[src/rtl/ctrl_user_seq.sv]
// ---------------------------------------------------------------------------
// ctrl_user_seq
//
// Sequencing controller for user sequence entry. Collects up to N_DIGITS
// keypad digits into one packed sequence word and drives the clear and load
// strobes of the downstream user-sequence register. The main game FSM starts
// each round with `start` and watches `done` / `timeout`.
//
// Ports
//   clk        in   system clock, rising edge
//   R          in   asynchronous active-low reset
//   start      in   begin a round (looked at in IDLE only)
//   round_len  in   digits wanted this round, legal 1..N_DIGITS
//   abort      in   cancel the round from CLEAR / CAPTURE / TOUT
//   key_valid  in   one-cycle strobe per key press
//   key        in   digit value, qualified by key_valid
//   data       out  assembled sequence (digit 0 in the low nibble)
//   E          out  load strobe to the user-sequence register
//   clr_user   out  clear strobe to the user-sequence register
//   busy       out  high whenever the FSM is not in IDLE
//   count      out  digits accepted so far this round
//   done       out  one-cycle pulse, round committed
//   timeout    out  one-cycle pulse, round abandoned for inactivity
//   dbg_state  out  current FSM state encoding, for observation only
//
// Handshake: key_valid/key is a strobe without back-pressure. A key is
// taken exactly when key_valid is high at a rising edge while the FSM is in
// CAPTURE and abort is low; every other key strobe is dropped silently.
//
// All outputs are registers or pure decodes of the state register, so no
// input reaches an output without passing through a flop.
// N_DIGITS*DIGIT_W is expected to be 64 to match the sequence register.
// ---------------------------------------------------------------------------
module ctrl_user_seq #(
  parameter int N_DIGITS = 16,
  parameter int DIGIT_W  = 4,
  parameter int TIMEOUT  = 50_000_000
) (
  input  logic                        clk,
  input  logic                        R,
  input  logic                        start,
  input  logic [4:0]                  round_len,
  input  logic                        abort,
  input  logic                        key_valid,
  input  logic [DIGIT_W-1:0]          key,
  output logic [N_DIGITS*DIGIT_W-1:0] data,
  output logic                        E,
  output logic                        clr_user,
  output logic                        busy,
  output logic [4:0]                  count,
  output logic                        done,
  output logic                        timeout,
  output logic [2:0]                  dbg_state
);

  // Timer only ever needs to hold 0..TIMEOUT-1.
  localparam int                 TIMER_W    = $clog2(TIMEOUT);
  localparam logic [TIMER_W-1:0] TIMER_LAST = TIMER_W'(TIMEOUT - 1);
  localparam int                 IDX_W      = $clog2(N_DIGITS);
  localparam logic [4:0]         MAX_LEN    = 5'(N_DIGITS);

  typedef enum logic [2:0] {
    S_IDLE    = 3'd0,
    S_CLEAR   = 3'd1,
    S_CAPTURE = 3'd2,
    S_COMMIT  = 3'd3,
    S_DONE    = 3'd4,
    S_TOUT    = 3'd5
  } state_t;

  state_t                      r_state;
  state_t                      w_state_next;
  logic [N_DIGITS*DIGIT_W-1:0] r_data;
  logic [4:0]                  r_count;
  logic [4:0]                  r_len;
  logic [TIMER_W-1:0]          r_timer;

  logic                        w_start_ok;
  logic                        w_take_key;
  logic                        w_last_key;
  logic                        w_expired;
  logic [4:0]                  w_count_inc;
  logic [IDX_W-1:0]            w_idx;

  // A start with an out-of-range length is treated as if it never happened.
  assign w_start_ok  = start && (round_len != 5'd0) && (round_len <= MAX_LEN);

  // abort outranks both a key and timer expiry.
  assign w_take_key  = (r_state == S_CAPTURE) && key_valid && !abort;
  assign w_count_inc = r_count + 5'd1;
  assign w_last_key  = w_take_key && (w_count_inc == r_len);

  // A key in the expiry cycle wins: expiry only counts on a key-less cycle.
  assign w_expired   = (r_state == S_CAPTURE) && !key_valid && !abort &&
                       (r_timer == TIMER_LAST);

  // While capturing, count is always below N_DIGITS, so its low bits
  // address the nibble slot directly.
  assign w_idx       = r_count[IDX_W-1:0];

  // -------------------------------------------------------------------------
  // State register
  // -------------------------------------------------------------------------
  always_ff @(posedge clk or negedge R) begin
    if (!R) begin
      r_state <= S_IDLE;
    end else begin
      r_state <= w_state_next;
    end
  end

  // -------------------------------------------------------------------------
  // Next-state logic
  // -------------------------------------------------------------------------
  always_comb begin
    w_state_next = r_state;
    case (r_state)
      S_IDLE: begin
        if (w_start_ok) begin
          w_state_next = S_CLEAR;
        end
      end
      S_CLEAR: begin
        w_state_next = abort ? S_IDLE : S_CAPTURE;
      end
      S_CAPTURE: begin
        if (abort) begin
          w_state_next = S_IDLE;
        end else if (w_last_key) begin
          w_state_next = S_COMMIT;
        end else if (w_expired) begin
          w_state_next = S_TOUT;
        end
      end
      // The load must complete once issued, so abort is not looked at here.
      S_COMMIT: w_state_next = S_DONE;
      S_DONE:   w_state_next = S_IDLE;
      // TOUT always returns to IDLE; an abort here lands in the same place.
      S_TOUT:   w_state_next = S_IDLE;
      default:  w_state_next = S_IDLE;
    endcase
  end

  // -------------------------------------------------------------------------
  // Datapath: latched length, sequence word, digit count, inactivity timer
  // -------------------------------------------------------------------------
  always_ff @(posedge clk or negedge R) begin
    if (!R) begin
      r_len   <= 5'd0;
      r_data  <= '0;
      r_count <= 5'd0;
      r_timer <= '0;
    end else begin
      case (r_state)
        S_IDLE: begin
          if (w_start_ok) begin
            r_len <= round_len;
          end
        end
        S_CLEAR: begin
          r_data  <= '0;
          r_count <= 5'd0;
          r_timer <= '0;
        end
        S_CAPTURE: begin
          if (w_take_key) begin
            r_data[int'(w_idx)*DIGIT_W +: DIGIT_W] <= key;
            r_count <= w_count_inc;
            r_timer <= '0;
          end else if (!abort && (r_timer != TIMER_LAST)) begin
            // Saturating: never wraps back to zero on its own.
            r_timer <= r_timer + 1'b1;
          end
        end
        default: begin
          // COMMIT, DONE, TOUT: data and count hold their values.
        end
      endcase
    end
  end

  // -------------------------------------------------------------------------
  // Outputs
  // -------------------------------------------------------------------------
  assign data      = r_data;
  assign count     = r_count;
  assign clr_user  = (r_state == S_CLEAR);
  assign E         = (r_state == S_COMMIT);
  assign done      = (r_state == S_DONE);
  assign timeout   = (r_state == S_TOUT);
  assign busy      = (r_state != S_IDLE);
  assign dbg_state = r_state;

endmodule

[config.mk]
export PLATFORM = sky130hd
export DESIGN_NAME = ctrl_user_seq
export DESIGN_NICKNAME = d
export VERILOG_FILES = /design/src/rtl/ctrl_user_seq.sv
export SDC_FILE = /design/constraint.sdc
export NUM_CORES = 1
export LEC_CHECK = 0
export ABC_AREA = 1
export CORE_MARGIN = 1
export CORE_UTILIZATION = 40
export DETAILED_ROUTE_END_ITERATION = 8
export MAX_ROUTING_LAYER = met4
export SYNTH_ARGS = -nofsm -noshare
export SYNTH_HDL_FRONTEND = slang
export SYNTH_SLANG_ARGS = --single-unit
[constraint.sdc]
create_clock -name clk -period 2 [get_ports clk]
set_input_delay 0.4 -clock clk [delete_from_list [all_inputs] [get_ports clk]]
set_output_delay 0.4 -clock clk [all_outputs]
set_load 0.03 [all_outputs]
==> results of run 1 <==
## registers in the layout, summed over array words and instances (netlist names)
signal,count
data,64
dbg_state,3
count,5
r_timer,26
r_len,5
## kinds of logic (layout without fill, tap and decap cells)
family | Yosys count | count (layout) | share of synthesized area [%]
XOR/XNOR | 3 | 3 | 0.455
AO/OA/AOI/OAI | 43 | 43 | 4.05
multiplexers | 1 | 1 | 0.173
buffers and inverters | 109 | 242 | 8.19
AND/OR/NAND/NOR | 575 | 575 | 41.7
adder cells (fa/ha/maj) | 4 | 4 | 0.866
flip-flops | 103 | 103 | 44.6
## cells in the final DEF, fill, tap and decap left out, types with 4 or more instances in the layout
cell | synthesis | routed
clkdlybuf4s50_1 | 0 | 82
nor2_2 | 5 | 6
o21ai_1 | 13 | 13
inv_1 | 84 | 83
nor2_1 | 91 | 89
clkbuf_16 | 0 | 9
buf_4 | 1 | 39
o21ai_0 | 18 | 18
nand2_2 | 4 | 4
dfrtp_1 | 103 | 101
o22ai_1 | 4 | 4
buf_12 | 0 | 4
nor3_2 | 3 | 7
nor3_1 | 21 | 16
nand2_1 | 368 | 368
nand3_1 | 50 | 50
nor4_1 | 4 | 4
nand4_1 | 21 | 21
ha_1 | 4 | 4
inv_2 | 8 | 9
## cell usage after synthesis, types with 2 or more instances
| master | count | area share, % |
|---|---|---|
| nand2_2 | 4 | 0.43 |
| dfrtp_1 | 103 | 45 |
| nor3_1 | 21 | 1.8 |
| nor2_4 | 2 | 0.39 |
| nor4_1 | 4 | 0.43 |
| o22ai_1 | 4 | 0.43 |
| nor3_2 | 3 | 0.52 |
| nand2_1 | 368 | 24 |
| a21oi_1 | 3 | 0.26 |
| o21ai_0 | 18 | 1.6 |
| nor2_1 | 91 | 5.9 |
| buf_6 | 5 | 0.97 |
| nand3_1 | 50 | 4.3 |
| inv_2 | 8 | 0.52 |
| nor2_2 | 5 | 0.54 |
| inv_1 | 84 | 5.5 |
| o21bai_1 | 2 | 0.26 |
| nand2_4 | 2 | 0.39 |
| clkbuf_1 | 3 | 0.19 |
| buf_2 | 5 | 0.43 |
| xor2_1 | 3 | 0.45 |
| or2_2 | 2 | 0.22 |
| nand4_1 | 21 | 2.3 |
| ha_1 | 4 | 0.87 |
| o21ai_1 | 13 | 1.1 |
## through the flow
step | std cells | cell area, um^2 | hold slack [ps] | util (%) | setup slack (ps)
detailed placement | 1134 | 7150 | 378 | 51.1 | 20.3
global placement | 1134 | 7150 | 381 | 51.1 | 39.8
CTS | 1151 | 7440 | 481 | 53.2 | 0.205
global route | 1151 | 7480 | 493 | 53.5 | 9.24
finish | 1151 | 7480 | 474 | 53.5 | 40.7
floorplan | 838 | 5780 | 104 | - | 5.93
## layout make-up
class	instances	area share [%]
clock buffers	9	3.01
clock inverters	7	0.836
inverters	93	4.73
multi-input cells	626	37.0
flip-flops and latches	103	34.5
well taps	180	3.01
repair buffers	133	16.9
## what timing repair did
| action | in CTS | in global routing |
|---|---|---|
| gates resized for setup | 5 | 17 |
| hold buffers | 1 | 0 |
| endpoints found under the hold margin | 25 | 0 |
| setup endpoints to repair | 5 | 37 |
## per-layer routing
layer,wire length [um],vias to the layer above
met5,0,-
met4,119,0
met3,741,10
met2,6430,132
met1,8510,2565
li1,-,2876
## worst min-delay path: stages, from the launching register on
cell and delay (ps):
dfrtp_1 350, nand2_1 50, nand2_1 50
## worst paths after layout
check | endpoint | depth (start not counted) | slack [ps] | start
min reg2reg | data[63] | 2 | 470 | data[63]
max | count[1] | 2 | 40 | count[1]
min | data[63] | 2 | 470 | data[63]
max reg2reg | data[48] | 8 | 120 | count[1]
min in group asynchronous | data[43] | 2 | 530 | R
max in group asynchronous | count[1] | 3 | 840 | R
## where the power goes
group | switching [mW] | internal, mW
clock network | 0.859 | 0.874
registers | 0.0984 | 2.20
logic | 1.89 | 0.915
total | 2.85 | 3.99
==> flow_metrics.py, run 1 <==
metrics = {
    "outcome": {
        "outcome": "completed",
    },
    "worst_setup_path": {
        "critPathMaxFanout": 5,
        "path_delay_family": "buffers and inverters",
        "arrival_ps": 1560,
        "endpoint_kind": "output pin",
        "slowest_stage": "clkdlybuf4s50_1",
        "worstPathCellList": "buf_4 > clkdlybuf4s50_1",
        "start_kind": "flop",
        "crit_required_ps": 1600,
        "path_buf_inv": 2,
        "crit_type": "reg -> out",
        "slowest_delay_ps": 670,
    },
    "timing": {
        "hold_violations": 0,
        "rsz0062_at_grt": "false",
        "fin_crit_ps": 1960,
        "tightest_slew_ps": 456,
        "finalSetupViolations": 0,
        "slew_viol_final": 0,
        "setup_tns_ps": 0,
        "skew_ps": 8.89,
        "fmax_ghz": 0.510,
        "max_slew_margin_pct": 69.6,
        "min_period_over_period_pct": 98.0,
    },
    "pwr": {
        "leakage_nw": 3.74,
        "power_density_nw_per_um2": 915,
        "design_power_total_mw": 6.84,
        "max-vdd-ir-drop_uv": 763,
    },
    "route": {
        "drcViolationCount": 0,
        "wl_per_cell_um": 13.7,
        "wl_um": 15800,
        "drtIter0Drc": 429,
        "firstDrtPassIters": 5,
        "dr_total_vias": 5583,
        "via_per_inst": 4.85,
        "ant_nets": 0,
    },
    "layout": {
        "nNetsFinal": 984,
        "syn2layout_area_growth_pct": 29.5,
        "n_antenna_cell": 0,
        "fillers": 1407,
        "multi_input_area_um2": 2770,
        "drive_gt1_share_pct": 10.4,
        "final-seq-area_um2": 2580,
    },
    "global_routing": {
        "grt_max_degree": 50,
        "grt_pass1_vias": 5223,
        "antenna_found_initial": 0,
        "grtUsageTotal_pct": 23.3,
        "grt_pass1_wl_um": 26300,
        "gr-usage-met1_pct": 35.3,
        "busiest_layer": "met1",
        "gr-total-overflow": 0,
        "grtUsageMet3_pct": 4.73,
        "grt_use_met2_pct": 32.0,
    },
    "place": {
        "portBuffers": 90,
        "hpwl_um": 12100,
        "place.gp.congestion": 0.931,
    },
    "yosys": {
        "avgSynthCellArea_um2": 6.89,
        "async_flop_share_pct": 100,
        "synth-main-ff-cell": "dfrtp_1",
        "ys_seq_area_share_pct": 44.6,
        "yosysUniqueCellTypes": 35,
        "syn_area_um2": 5780,
        "synth_warnings": 0,
        "synth_edf_count": 0,
        "synth_cells": 838,
        "synth-seq-cells": 103,
        "syn_nets": 856,
    },
    "cts": {
        "cts_inserted_buffers": 9,
        "clk_pin_slew_worst_paths_ps": 70,
        "cts_tree": "yes",
        "insertion_delay_ps": 360,
        "cts.sinks": 103,
        "cts_setup_buffers": 0,
        "htreeDepth": 3,
        "cts_buffer_depth": 2,
        "clock-root-buffer": "clkbuf_16",
    },
    "die": {
        "fp.dieW_um": 122,
        "initial_core_util_pct": 41.3,
        "die_area_um2": 14900,
        "rows": 43,
        "die_h_um": 122,
        "num_io_pins": 91,
        "core_area_um2": 14000,
    },
    "min_path": {
        "min_path_type": "reg -> reg",
    },
    "run": {
        "drv_cap": 0,
    },
}
Power figures use the tool's default switching activity.
==> inputs of run 2 (changes only) <==
Settings changed: MAX_ROUTING_LAYER met4 to not set.
==> flow_metrics.py, run 2 (synthesis gave the netlist of run 1 again) <==
metrics = {
    "outcome": {
        "outcome": "completed",
    },
    "place": {
        "portBuffers": 90,
        "dp.cells": 1140,
        "hpwl_um": 12400,
        "place.gp.congestion": 0.924,
    },
    "layout": {
        "largest_reg_flops": 64,
        "final-seq-area_um2": 2580,
        "multi_input_area_um2": 2780,
        "drive_gt1_share_pct": 10.7,
        "n_antenna_cell": 0,
        "fin_cells": 1157,
        "fillers": 1403,
        "syn2layout_area_growth_pct": 30.6,
        "nNetsFinal": 990,
        "mostFrequentLayoutCells": "nand2_1 (368), dfrtp_1 (101), nor2_1 (90)",
        "final_util_pct": 53.9,
        "final_common_cell": "nand2_1",
    },
    "timing": {
        "min_period_over_period_pct": 99.2,
        "finalSetupViolations": 0,
        "fin_crit_ps": 1980,
        "setup_tns_ps": 0,
        "max_slew_margin_pct": 73.7,
        "skew_ps": 5.87,
        "rsz0062_at_grt": "true",
        "slew_viol_final": 0,
        "hold_ws_ps": 473,
        "hold_violations": 0,
        "tightest_slew_ps": 394,
        "fmax_ghz": 0.504,
    },
    "pwr": {
        "pwr-share-seq_pct": 33.0,
        "switching_power_mw": 2.89,
        "switching_share_pct": 41.5,
        "combPwrFrac_pct": 42.5,
        "leakage_nw": 3.78,
        "internal-power_mw": 4.08,
        "power_density_nw_per_um2": 925,
        "max-vdd-ir-drop_uv": 777,
        "clockPowerShare_pct": 24.5,
    },
    "worst_setup_path": {
        "r2r-end": "data[39]",
        "start_kind": "flop",
        "endpoint_kind": "output pin",
        "r2r_slack_ps": 130,
        "reg2reg_from": "count[1]",
        "arrival_ps": 1580,
        "reg2reg_depth": 12,
        "crit_type": "reg -> out",
        "crit_required_ps": 1600,
        "critPathMaxFanout": 5,
    },
    "die": {
        "die_h_um": 122,
        "fp.dieW_um": 122,
        "num_io_pins": 91,
        "rows": 43,
        "core_area_um2": 14000,
        "die_area_um2": 14900,
        "initial_core_util_pct": 41.3,
    },
    "min_path": {
        "min_path_type": "reg -> reg",
        "holdPathStages": 2,
        "hold_end": "data[5]",
        "hp-start": "data[5]",
    },
    "route": {
        "dr_total_vias": 5681,
        "ant_nets": 0,
        "drcViolationCount": 0,
        "wl_um": 16100,
        "firstDrtPassIters": 5,
        "drtIter0Drc": 351,
        "via_per_inst": 4.91,
        "wl_per_cell_um": 13.9,
    },
    "cts": {
        "insertion_delay_ps": 350,
        "cts_setup_buffers": 0,
        "clk_pin_slew_worst_paths_ps": 70,
        "cts_tree": "yes",
        "cts_inserted_buffers": 9,
        "cts.sinks": 103,
        "htreeDepth": 3,
        "cts_buffer_depth": 2,
        "clock-root-buffer": "clkbuf_16",
    },
    "run": {
        "drv_cap": 0,
    },
    "global_routing": {
        "grt_pass1_vias": 5470,
        "grt_pass1_wl_um": 26700,
        "gr-total-overflow": 0,
        "grtUsageTotal_pct": 22.9,
        "antenna_found_initial": 0,
        "grt_max_degree": 34,
    },
}
-- run 2: cell types whose count changed in the layout (fill, tap and decap cells not counted), sizes merged --
cell | before | now
inv | 97 | 96
clkbuf | 11 | 9
clkdlybuf4s15 | 0 | 2
buf | 43 | 49
clkinv | 3 | 4
-- run 2: worst max-delay path: stages, from the launching register on --
cell and delay (ps):
dfrtp_2 390, buf_4 160, clkdlybuf4s50_1 680
-- run 2: how the worst max path moves through the flow --
stage | start | to
2_1_floorplan | count[2] | data[56]
3_3_place_gp | key_valid | data[62]
3_5_place_dp | key_valid | r_timer[24]
4_1_cts | count[2] | count[2]
5_1_grt | count[2] | data[0]
6_report | count[1] | count[1]
-- run 2: cell type report --
cell class / instances / share of cell area, %
well taps: 180 / 2.99
multi-input cells: 626 / 36.8
inverters: 93 / 4.69
repair buffers: 139 / 17.5
flip-flops and latches: 103 / 34.2
clock buffers: 9 / 2.99
clock inverters: 7 / 0.829
-- run 2: per-layer routing --
layer,up-vias,GRT usage [%],wire length [um]
met5,-,0,0
met4,0,6.63,171
met3,11,3.23,887
met2,174,33.2,6710
met1,2605,35.2,8360
li1,2891,-,-
-- run 2: timing repair --
action	4_1_cts	5_1_grt
gates resized for setup	5	16
hold buffers	1	0
pin swaps	0	1
hold endpoints to repair	25	0
endpoints found under the setup margin	5	43
-- run 2: power groups by stage --
stage                     combinational, mW  clock, mW  sequential (mW)
final                                  2.96       1.71             2.30
after global routing                   3.28       1.81             2.32
after CTS                              2.83       1.75             2.30
after detailed placement               2.84          0             2.34
after global placement                 2.84          0             2.34
after floorplan                        1.69          0             2.45
-- run 2: through the flow --
step | area (um^2) | total power, mW | setup slack, ps
floorplan | 5780 | 4.14 | 5.93
global placement | 7190 | 5.18 | 68.5
detailed placement | 7190 | 5.18 | 34.3
CTS | 7490 | 6.87 | 10.9
global route | 7540 | 7.41 | -2.82
finish | 7540 | 6.98 | 16.0
